**config.mk**
```make
export PLATFORM = sky130hd
export DESIGN_NAME = serial_word_assembler_flat
export DESIGN_NICKNAME = d
export VERILOG_FILES = /design/src/rtl/serial_word_assembler_pkg.sv /design/src/rtl/serial_word_assembler_if.sv /design/src/rtl/serial_word_assembler_word_shift_reg.sv /design/src/rtl/serial_word_assembler.sv /design/src/flat_wrapper.sv
export SDC_FILE = /design/constraint.sdc
export NUM_CORES = 1
export LEC_CHECK = 0
export BUFFER_PORTS_ARGS = -buffer_cell sky130_fd_sc_hd__buf_2
export CAP_MARGIN = 20
export CELL_PAD_IN_SITES_DETAIL_PLACEMENT = 1
export CELL_PAD_IN_SITES_GLOBAL_PLACEMENT = 2
export CORE_MARGIN = 2
export CORE_UTILIZATION = 37
export DETAILED_ROUTE_END_ITERATION = 10
export PLACE_DENSITY_LB_ADDON = 0.25
export SETUP_SLACK_MARGIN = 0.4
export SLEW_MARGIN = 20
export SYNTH_ARGS = -nofsm -noshare
export SYNTH_HDL_FRONTEND = slang
export SYNTH_SLANG_ARGS = --single-unit
```
**constraint.sdc**
```tcl
create_clock -name clk -period 2.86 [get_ports clk]
set_input_delay 0.143 -clock clk [delete_from_list [all_inputs] [get_ports clk]]
set_output_delay 0.143 -clock clk [all_outputs]
set_load 0.01 [all_outputs]
```
**src/rtl/serial_word_assembler_pkg.sv**
```systemverilog
// Shared types and helpers for the serial word assembler.
//   hold_state_t  : holding-register state (EMPTY / FULL)
//   DEFAULT_WIDTH : default assembled word length
//   count_w()     : width of a counter that indexes bits in a WIDTH-bit word
package serial_word_assembler_pkg;

  typedef enum logic {
    EMPTY = 1'b0,
    FULL  = 1'b1
  } hold_state_t;

  localparam int DEFAULT_WIDTH = 8;

  function automatic int count_w(input int w);
    return $clog2(w);
  endfunction

endpackage

```
**src/rtl/serial_word_assembler_if.sv**
```systemverilog
// Serial-in / word-out handshake bundle for the serial word assembler.
//   bit_in, bit_valid : qualified serial bit stream into the assembler
//   word_out          : last completed word (held)
//   word_valid        : word_out holds an unconsumed word
//   word_ready        : downstream takes word_out this cycle
// Modports: slave = the assembler, master = the environment driving it.
interface serial_word_assembler_if
  import serial_word_assembler_pkg::*;
#(
  parameter int WIDTH = DEFAULT_WIDTH
);
  logic             bit_in;
  logic             bit_valid;
  logic [WIDTH-1:0] word_out;
  logic             word_valid;
  logic             word_ready;

  modport slave (
    input  bit_in, bit_valid, word_ready,
    output word_out, word_valid
  );

  modport master (
    output bit_in, bit_valid, word_ready,
    input  word_out, word_valid
  );
endinterface

```
**src/rtl/serial_word_assembler_word_shift_reg.sv**
```systemverilog
// Parameterised serial-in shift register.
//   clk, rst  : clock, asynchronous active-low reset
//   shift_en  : shift bit_in in on this edge
//   clr       : synchronous clear (wins over shift_en)
//   bit_in    : serial bit to insert
//   q         : current register contents
//   shifted   : value the register would take if shifted now; the
//               parent uses it as the completed word on the last bit
module word_shift_reg #(
  parameter int WIDTH     = 8,
  parameter bit MSB_FIRST = 1'b1
) (
  input  logic             clk,
  input  logic             rst,
  input  logic             shift_en,
  input  logic             clr,
  input  logic             bit_in,
  output logic [WIDTH-1:0] q,
  output logic [WIDTH-1:0] shifted
);
  logic [WIDTH-1:0] q_reg;

  // MSB-first shifts left inserting at bit 0; LSB-first shifts right
  // inserting at the top bit, so the first bit ends up in bit 0.
  for (genvar gi = 0; gi < WIDTH; gi++) begin : g_shift
    if (MSB_FIRST) begin : g_msb
      if (gi == 0) begin : g_ins
        assign shifted[gi] = bit_in;
      end else begin : g_mov
        assign shifted[gi] = q_reg[gi-1];
      end
    end else begin : g_lsb
      if (gi == WIDTH - 1) begin : g_ins
        assign shifted[gi] = bit_in;
      end else begin : g_mov
        assign shifted[gi] = q_reg[gi+1];
      end
    end
  end

  always_ff @(posedge clk or negedge rst) begin
    if (!rst) begin
      q_reg <= '0;
    end else if (clr) begin
      q_reg <= '0;
    end else if (shift_en) begin
      q_reg <= shifted;
    end
  end

  assign q = q_reg;
endmodule

```
**src/rtl/serial_word_assembler.sv**
```systemverilog
// Serial-to-parallel front stage: collects one qualified bit per clock,
// assembles WIDTH-bit words and presents each on a held output with a
// valid/ready handshake.
//   clk, rst    : clock, asynchronous active-low reset
//   bus         : bit stream in, word_out/word_valid/word_ready out
//   sync_clr    : discard the partial word (frame resync)
//   clr_overrun : clear the sticky overrun flag
//   overrun     : a completed word was dropped while the holder was full
//   bit_count   : bits collected in the current partial word
module serial_word_assembler
  import serial_word_assembler_pkg::*;
#(
  parameter int WIDTH     = DEFAULT_WIDTH,
  parameter bit MSB_FIRST = 1'b1
) (
  input  logic                        clk,
  input  logic                        rst,
  serial_word_assembler_if.slave      bus,
  input  logic                        sync_clr,
  input  logic                        clr_overrun,
  output logic                        overrun,
  output logic [count_w(WIDTH)-1:0]   bit_count
);
  localparam int CNT_W = count_w(WIDTH);

  logic [CNT_W-1:0] count_reg, count_next;
  logic [WIDTH-1:0] word_reg;
  logic [WIDTH-1:0] shift_q;
  logic [WIDTH-1:0] shift_word;
  logic             overrun_reg, overrun_next;
  hold_state_t      state_reg, state_next;
  logic             word_load;
  logic             overrun_set;
  logic             accept;
  logic             complete;

  // sync_clr discards any bit presented on the same edge.
  assign accept   = bus.bit_valid && !sync_clr;
  assign complete = accept && (count_reg == CNT_W'(WIDTH - 1));

  word_shift_reg #(
    .WIDTH     (WIDTH),
    .MSB_FIRST (MSB_FIRST)
  ) u_shift (
    .clk      (clk),
    .rst      (rst),
    .shift_en (accept),
    .clr      (sync_clr || complete),
    .bit_in   (bus.bit_in),
    .q        (shift_q),
    .shifted  (shift_word)
  );

  always_comb begin
    count_next = count_reg;
    if (sync_clr || complete) begin
      count_next = '0;
    end else if (accept) begin
      count_next = count_reg + CNT_W'(1);
    end
  end

  always_comb begin
    state_next  = state_reg;
    word_load   = 1'b0;
    overrun_set = 1'b0;
    case (state_reg)
      EMPTY: begin
        if (complete) begin
          state_next = FULL;
          word_load  = 1'b1;
        end
      end
      FULL: begin
        if (complete) begin
          // A same-edge consume frees the holder for the new word.
          if (bus.word_ready) begin
            word_load = 1'b1;
          end else begin
            overrun_set = 1'b1;
          end
        end else if (bus.word_ready) begin
          state_next = EMPTY;
        end
      end
      default: state_next = EMPTY;
    endcase
  end

  // Set beats clear when both happen on one edge.
  assign overrun_next = overrun_set || (overrun_reg && !clr_overrun);

  always_ff @(posedge clk or negedge rst) begin
    if (!rst) begin
      count_reg   <= '0;
      word_reg    <= '0;
      overrun_reg <= 1'b0;
      state_reg   <= EMPTY;
    end else begin
      count_reg   <= count_next;
      overrun_reg <= overrun_next;
      state_reg   <= state_next;
      if (word_load) begin
        word_reg <= shift_word;
      end
    end
  end

  assign bus.word_out   = word_reg;
  assign bus.word_valid = (state_reg == FULL);
  assign overrun        = overrun_reg;
  assign bit_count      = count_reg;
endmodule

```
**src/flat_wrapper.sv**
```systemverilog
// flat-port wrapper written by rule: the top's interface ports become plain ports
module serial_word_assembler_flat import serial_word_assembler_pkg::*;
#(
  parameter int WIDTH     = DEFAULT_WIDTH,
  parameter bit MSB_FIRST = 1'b1
)
  (clk, rst, sync_clr, clr_overrun, overrun, bit_count, bus_bit_in, bus_bit_valid, bus_word_ready, bus_word_out, bus_word_valid);
  serial_word_assembler_if #(.WIDTH(WIDTH)) bus_i ();
  input  logic clk;
  input  logic rst;
  input  logic sync_clr;
  input  logic clr_overrun;
  output logic overrun;
  output logic [count_w(WIDTH)-1:0] bit_count;
  input wire logic [$bits(bus_i.bit_in)-1:0] bus_bit_in;
  input wire logic [$bits(bus_i.bit_valid)-1:0] bus_bit_valid;
  input wire logic [$bits(bus_i.word_ready)-1:0] bus_word_ready;
  output wire logic [$bits(bus_i.word_out)-1:0] bus_word_out;
  output wire logic [$bits(bus_i.word_valid)-1:0] bus_word_valid;
  assign bus_i.bit_in = bus_bit_in;
  assign bus_i.bit_valid = bus_bit_valid;
  assign bus_i.word_ready = bus_word_ready;
  assign bus_word_out = bus_i.word_out;
  assign bus_word_valid = bus_i.word_valid;
  serial_word_assembler #(.WIDTH(WIDTH), .MSB_FIRST(MSB_FIRST)) u_core (.clk(clk), .rst(rst), .bus(bus_i), .sync_clr(sync_clr), .clr_overrun(clr_overrun), .overrun(overrun), .bit_count(bit_count));
endmodule
```
# Word-level counts from Yosys, hierarchy flattened
# Cells that the tools add are included.
# op_classes
add_sub_neg	1
eq_ne	1
muxes	13
bitwise_logic	1
n_reduce_logical	8
# ops
op	n
2-to-1 mux 7 bit	2
2-to-1 mux 1 bit	7
2-to-1 mux 3 bit	2
one-hot mux 1 bit (2 select lines)	2
adder 3 x 1 -> 3 bit (second input constant)	1
equality test 3 bit (second input constant)	1
logical AND 1 bit	3
logical NOT 1 bit	2
logical OR 1 bit	2
nonzero test 2 bit	1
NOT 1 bit	1
# totals
ff_bits	20
output_inout_bits	13
wordCells	29

# Logic depth before layout (Yosys ltp)
# depth
word_depth	6
mapped_depth	6
mapped_depth_nobuf	5

# Hierarchy
# A second synthesis with hierarchy kept.
# unflattened
cells_unflattened	76
hier_area_um2	985.9
# by_module_without_submodules
module	n_inst	cells_each	area_per_inst_um2	seq_area_each_um2
serial_word_assembler	1	42	600.6	325.3
word_shift_reg	1	34	385.4	200.2

# Worst setup path before layout
# No wires, ideal clock.
# synth_path
path_kind	register to register
startpoint	register u_core.count_reg[0], in the netlist u_core.bit_count[0]
endpoint	register u_core.word_reg[0], in the netlist u_core.bus.word_out[0]
setup_ns	0.125
t_arrival_ns	1.404
required_ns	2.735
slack_ns	1.331
stages_incl_launch_ff	7
path_buffers	1
synth_period_minus_slack_ns	1.529
path_cell_list	dfrtp_1 > ha_1 > ha_1 > nand3b_4 > nor2b_4 > buf_6 > mux2_4
# synth_via
elab_chain_len	4
word_cells_on_any_way	5
cone_classes	eq/ne (1); mux (3); reduce/logical (1)
# synth_lines
element	line	rtl
start: declaration	serial_word_assembler.sv:26	logic [CNT_W-1:0] count_reg, count_next;
start signal: assignment	serial_word_assembler.sv:100	count_reg <= count_next;
equality test 3 bit *	serial_word_assembler.sv:39	assign complete = accept && (count_reg == CNT_W'(WIDTH - 1));
logical AND 1 bit *	serial_word_assembler.sv:39	
2-to-1 mux 1 bit (on tied branches)	serial_word_assembler.sv:75, serial_word_assembler.sv:69	
one-hot mux 1 bit (2 select lines) *	serial_word_assembler.sv:67	case (state_reg)
end signal: assignment	serial_word_assembler.sv:104	word_reg <= shift_word;
end: declaration	serial_word_assembler.sv:27	logic [WIDTH-1:0] word_reg;
# Every way passes the cells marked *; elsewhere a longest branch is shown, timed or not.
# A chain may end at the register's enable or synchronous reset.

# Worst setup path in the final report
# layout_path
startpoint	register u_core.count_reg[0], in the netlist u_core.bit_count[0]
endpoint	register u_core.word_reg[3], in the netlist u_core.bus.word_out[3]
# The elaborated chain is that of the path after synthesis.

==> flow_metrics.py <==
metrics = {
    "timing": {
        "period_share_pct": 65.6,
        "worst_slew_pin_slew_ps": 438,
        "fin_worst_skew_ps": 8.85,
        "relSlewSlack_pct": 70.8,
        "holdWs_ps": 96.9,
        "fin_crit_ps": 1880,
        "slew_viol_final": 0,
        "tns_ps": 0,
        "hold_viol": 0,
        "finalSetupViolCount": 0,
        "rsz0062_at_grt": "false",
        "fmax_ghz": 0.533,
    },
    "synth": {
        "synthAdderAreaFrac_pct": 2.70,
        "yosys_warnings": 0,
        "synth_top_family_by_area": "simple AND/OR/NAND/NOR gates",
        "netlist_area_um2": 927,
        "synth_fp_nets": 80,
        "synthCells": 71,
        "synth_area_per_cell_um2": 13.1,
        "synth.distinct_cells": 17,
        "yosysTopAreaCell": "dfrtp_1",
        "synth-compound-area-share_pct": 5.53,
        "synth_top_area_share_pct": 54.0,
        "synthXorXnorAreaFrac_pct": 0,
        "synth_mux_area_share_pct": 14.0,
        "synth_area_leaders": "dfrtp_1 (54%), mux2_4 (13%), nand3b_1 (7.3%)",
        "synth-seq-area-share_pct": 54.0,
        "synth.ff_latch_count": 20,
        "synthSimpleGateAreaFrac_pct": 19.7,
    },
    "finish": {
        "layout_common_cells": "dfrtp_1 (20), buf_2 (19), nand2b_1 (9), nand3b_1 (9), a21oi_1 (9)",
        "finalCoreUtilization_pct": 44.5,
        "seqCellArea_um2": 500,
        "final_layout_size_suffix_gt1_share_pct": 37.4,
        "fill_cells": 266,
        "largest_reg_flops": 8,
        "multi_input_area_um2": 389,
        "antenna_cells": 0,
        "final_common_cell": "dfrtp_1",
        "synthToLayoutAreaGrowth_pct": 16.7,
        "nets": 101,
    },
    "clock_network": {
        "clk_latency_ps": 300,
        "clkSlewWorstSetupHoldPaths_ps": 120,
        "cts_buffer_depth": 2,
        "cts.sinks": 20,
        "cts_buffers": 3,
        "cts_tree": "done",
        "post_cts_buffers": 0,
        "htreeDepth": 1,
        "root_buffer": "clkbuf_4",
    },
    "setup_path": {
        "cp_slowest_cell": "dfrtp_1",
        "worstPathMaxFanout": 11,
        "crit_end": "u_core.bus.word_out[3]",
        "worstSetupEndpointType": "flip-flop",
        "cp.arrival_ps": 2060,
        "cp-start-kind": "flip-flop",
        "rrSetupSlack_ps": 980,
        "rr_endpoint": "u_core.bus.word_out[3]",
        "cpPeakStageDelay_ps": 410,
        "required_ps": 3040,
        "cp_common_cell": "ha_1",
        "rr_worst_depth": 5,
        "path_class": "reg2reg",
        "startpoint": "u_core.bit_count[0]",
        "r2r-start": "u_core.bit_count[0]",
        "path_cells": "ha_1, ha_1, nand3b_4, nor2b_4, mux2_4",
    },
    "detailed_routing": {
        "drc_errors": 0,
        "drt-wirelength-per-cell_um": 13.5,
        "viasPerCell": 4.77,
        "wirelength_um": 1640,
        "drtIter0Drc": 3,
        "firstDrtPassIters": 5,
        "vias": 577,
        "ant_nets": 0,
    },
    "grt": {
        "grt_max_degree": 21,
        "antenna_found_initial": 0,
        "first_global_vias": 572,
        "overflow": 0,
        "grt_util_all_layers_pct": 13.1,
        "grt_pass1_wl_um": 2710,
    },
    "hold_path": {
        "hold_path_depth": 2,
        "hp-class": "in2reg",
        "worstHoldStart": "bus_bit_in",
    },
    "floorplanning": {
        "die_h_um": 54.1,
        "core_area_um2": 2430,
        "rows": 18,
        "die_x_um": 54.1,
        "initial_utilization_pct": 38.1,
        "ioPinCount": 20,
        "die_area_um2": 2920,
    },
    "placement": {
        "portBuffers": 19,
        "dp_hpwl_um": 1120,
        "gp_congestion": 0.707,
    },
    "power": {
        "peakVddDrop_v": 0.000192,
        "cellLeakagePower_nw": 0.558,
        "power_density_nw_per_um2": 448,
    },
    "status": {
        "status": "completed",
    },
    "run": {
        "maxCapViolations": 0,
    },
}
-- cell usage after synthesis --
cell type and count:
a21oi_1 9, buf_4 2, buf_6 1, clkbuf_1 2, dfrtp_1 20, ha_1 2, inv_1 1, mux2_4 8
mux2i_1 1, nand2_1 1, nand2b_1 9, nand2b_4 1, nand3b_1 9, nand3b_4 1, nor2_1 2, nor2b_4 1
o22ai_1 1
-- cells by family (layout without fill, tap and decap cells) --
logic type	after synthesis	count (layout)
AO/OA/AOI/OAI	10	10
adder cells (fa/ha/maj)	2	2
buffers and inverters	6	26
flip-flops	20	20
multiplexers	9	9
AND/OR/NAND/NOR	24	24
-- worst min path at each step --
| stage | slack (ps) | to |
|---|---|---|
| final | 100 | u_core.bus.word_out[0] |
| after global routing | 80 | u_core.bus.word_out[0] |
| after CTS | 4 | u_core.overrun |
| after detailed placement | 120 | u_core.overrun |
| after global placement | 120 | u_core.overrun |
| after floorplan | -150 | u_core.bit_count[0] |
-- through the flow --
step | std cells | instance area [um2] | worst slack, ps | power [W]
3_5_place_dp | 115 | 1030 | 988 | 0.000327
6_report | 121 | 1080 | 984 | 0.000485
4_1_cts | 120 | 1070 | 954 | 0.000492
2_1_floorplan | 71 | 927 | 1330 | 0.000312
3_3_place_gp | 115 | 1030 | 1050 | 0.000327
5_1_grt | 121 | 1080 | 827 | 0.000509
-- report_power, final --
group	internal (W)	total [W]	switching [W]
combinational	0.0000141	0.0000327	0.0000187
clock	0.0000775	0.000162	0.0000850
sequential	0.000287	0.000290	0.00000360
-- layer usage --
metal / GRT usage [%] / vias up / wire length, um
met5: 0 / - / 0
met4: 5.00 / 0 / 15
met3: 2.50 / 2 / 65
met2: 21.5 / 13 / 717
met1: 16.9 / 283 / 837
li1: - / 279 / -
-- timing repair --
item	CTS	global route
hold endpoints to repair	20	1
gates resized for setup	0	0
hold buffers	1	1
-- critical path: cells and delay by family (launching register included) --
family                     cells  cell delay, ps
DFF                            1             410
muxes                          1             330
and+or+nand+nor                2             500
adders and majority gates      2             520
-- cell type report --
class                           instances  area share, %
Inverter                                1          0.347
Clock buffer                            4           3.35
Timing Repair Buffer                   21           10.6
Tap cell                               30           3.47
Sequential cell                        20           46.2
Multi-Input combinational cell         45           36.0
Power figures use the tool's default switching activity.
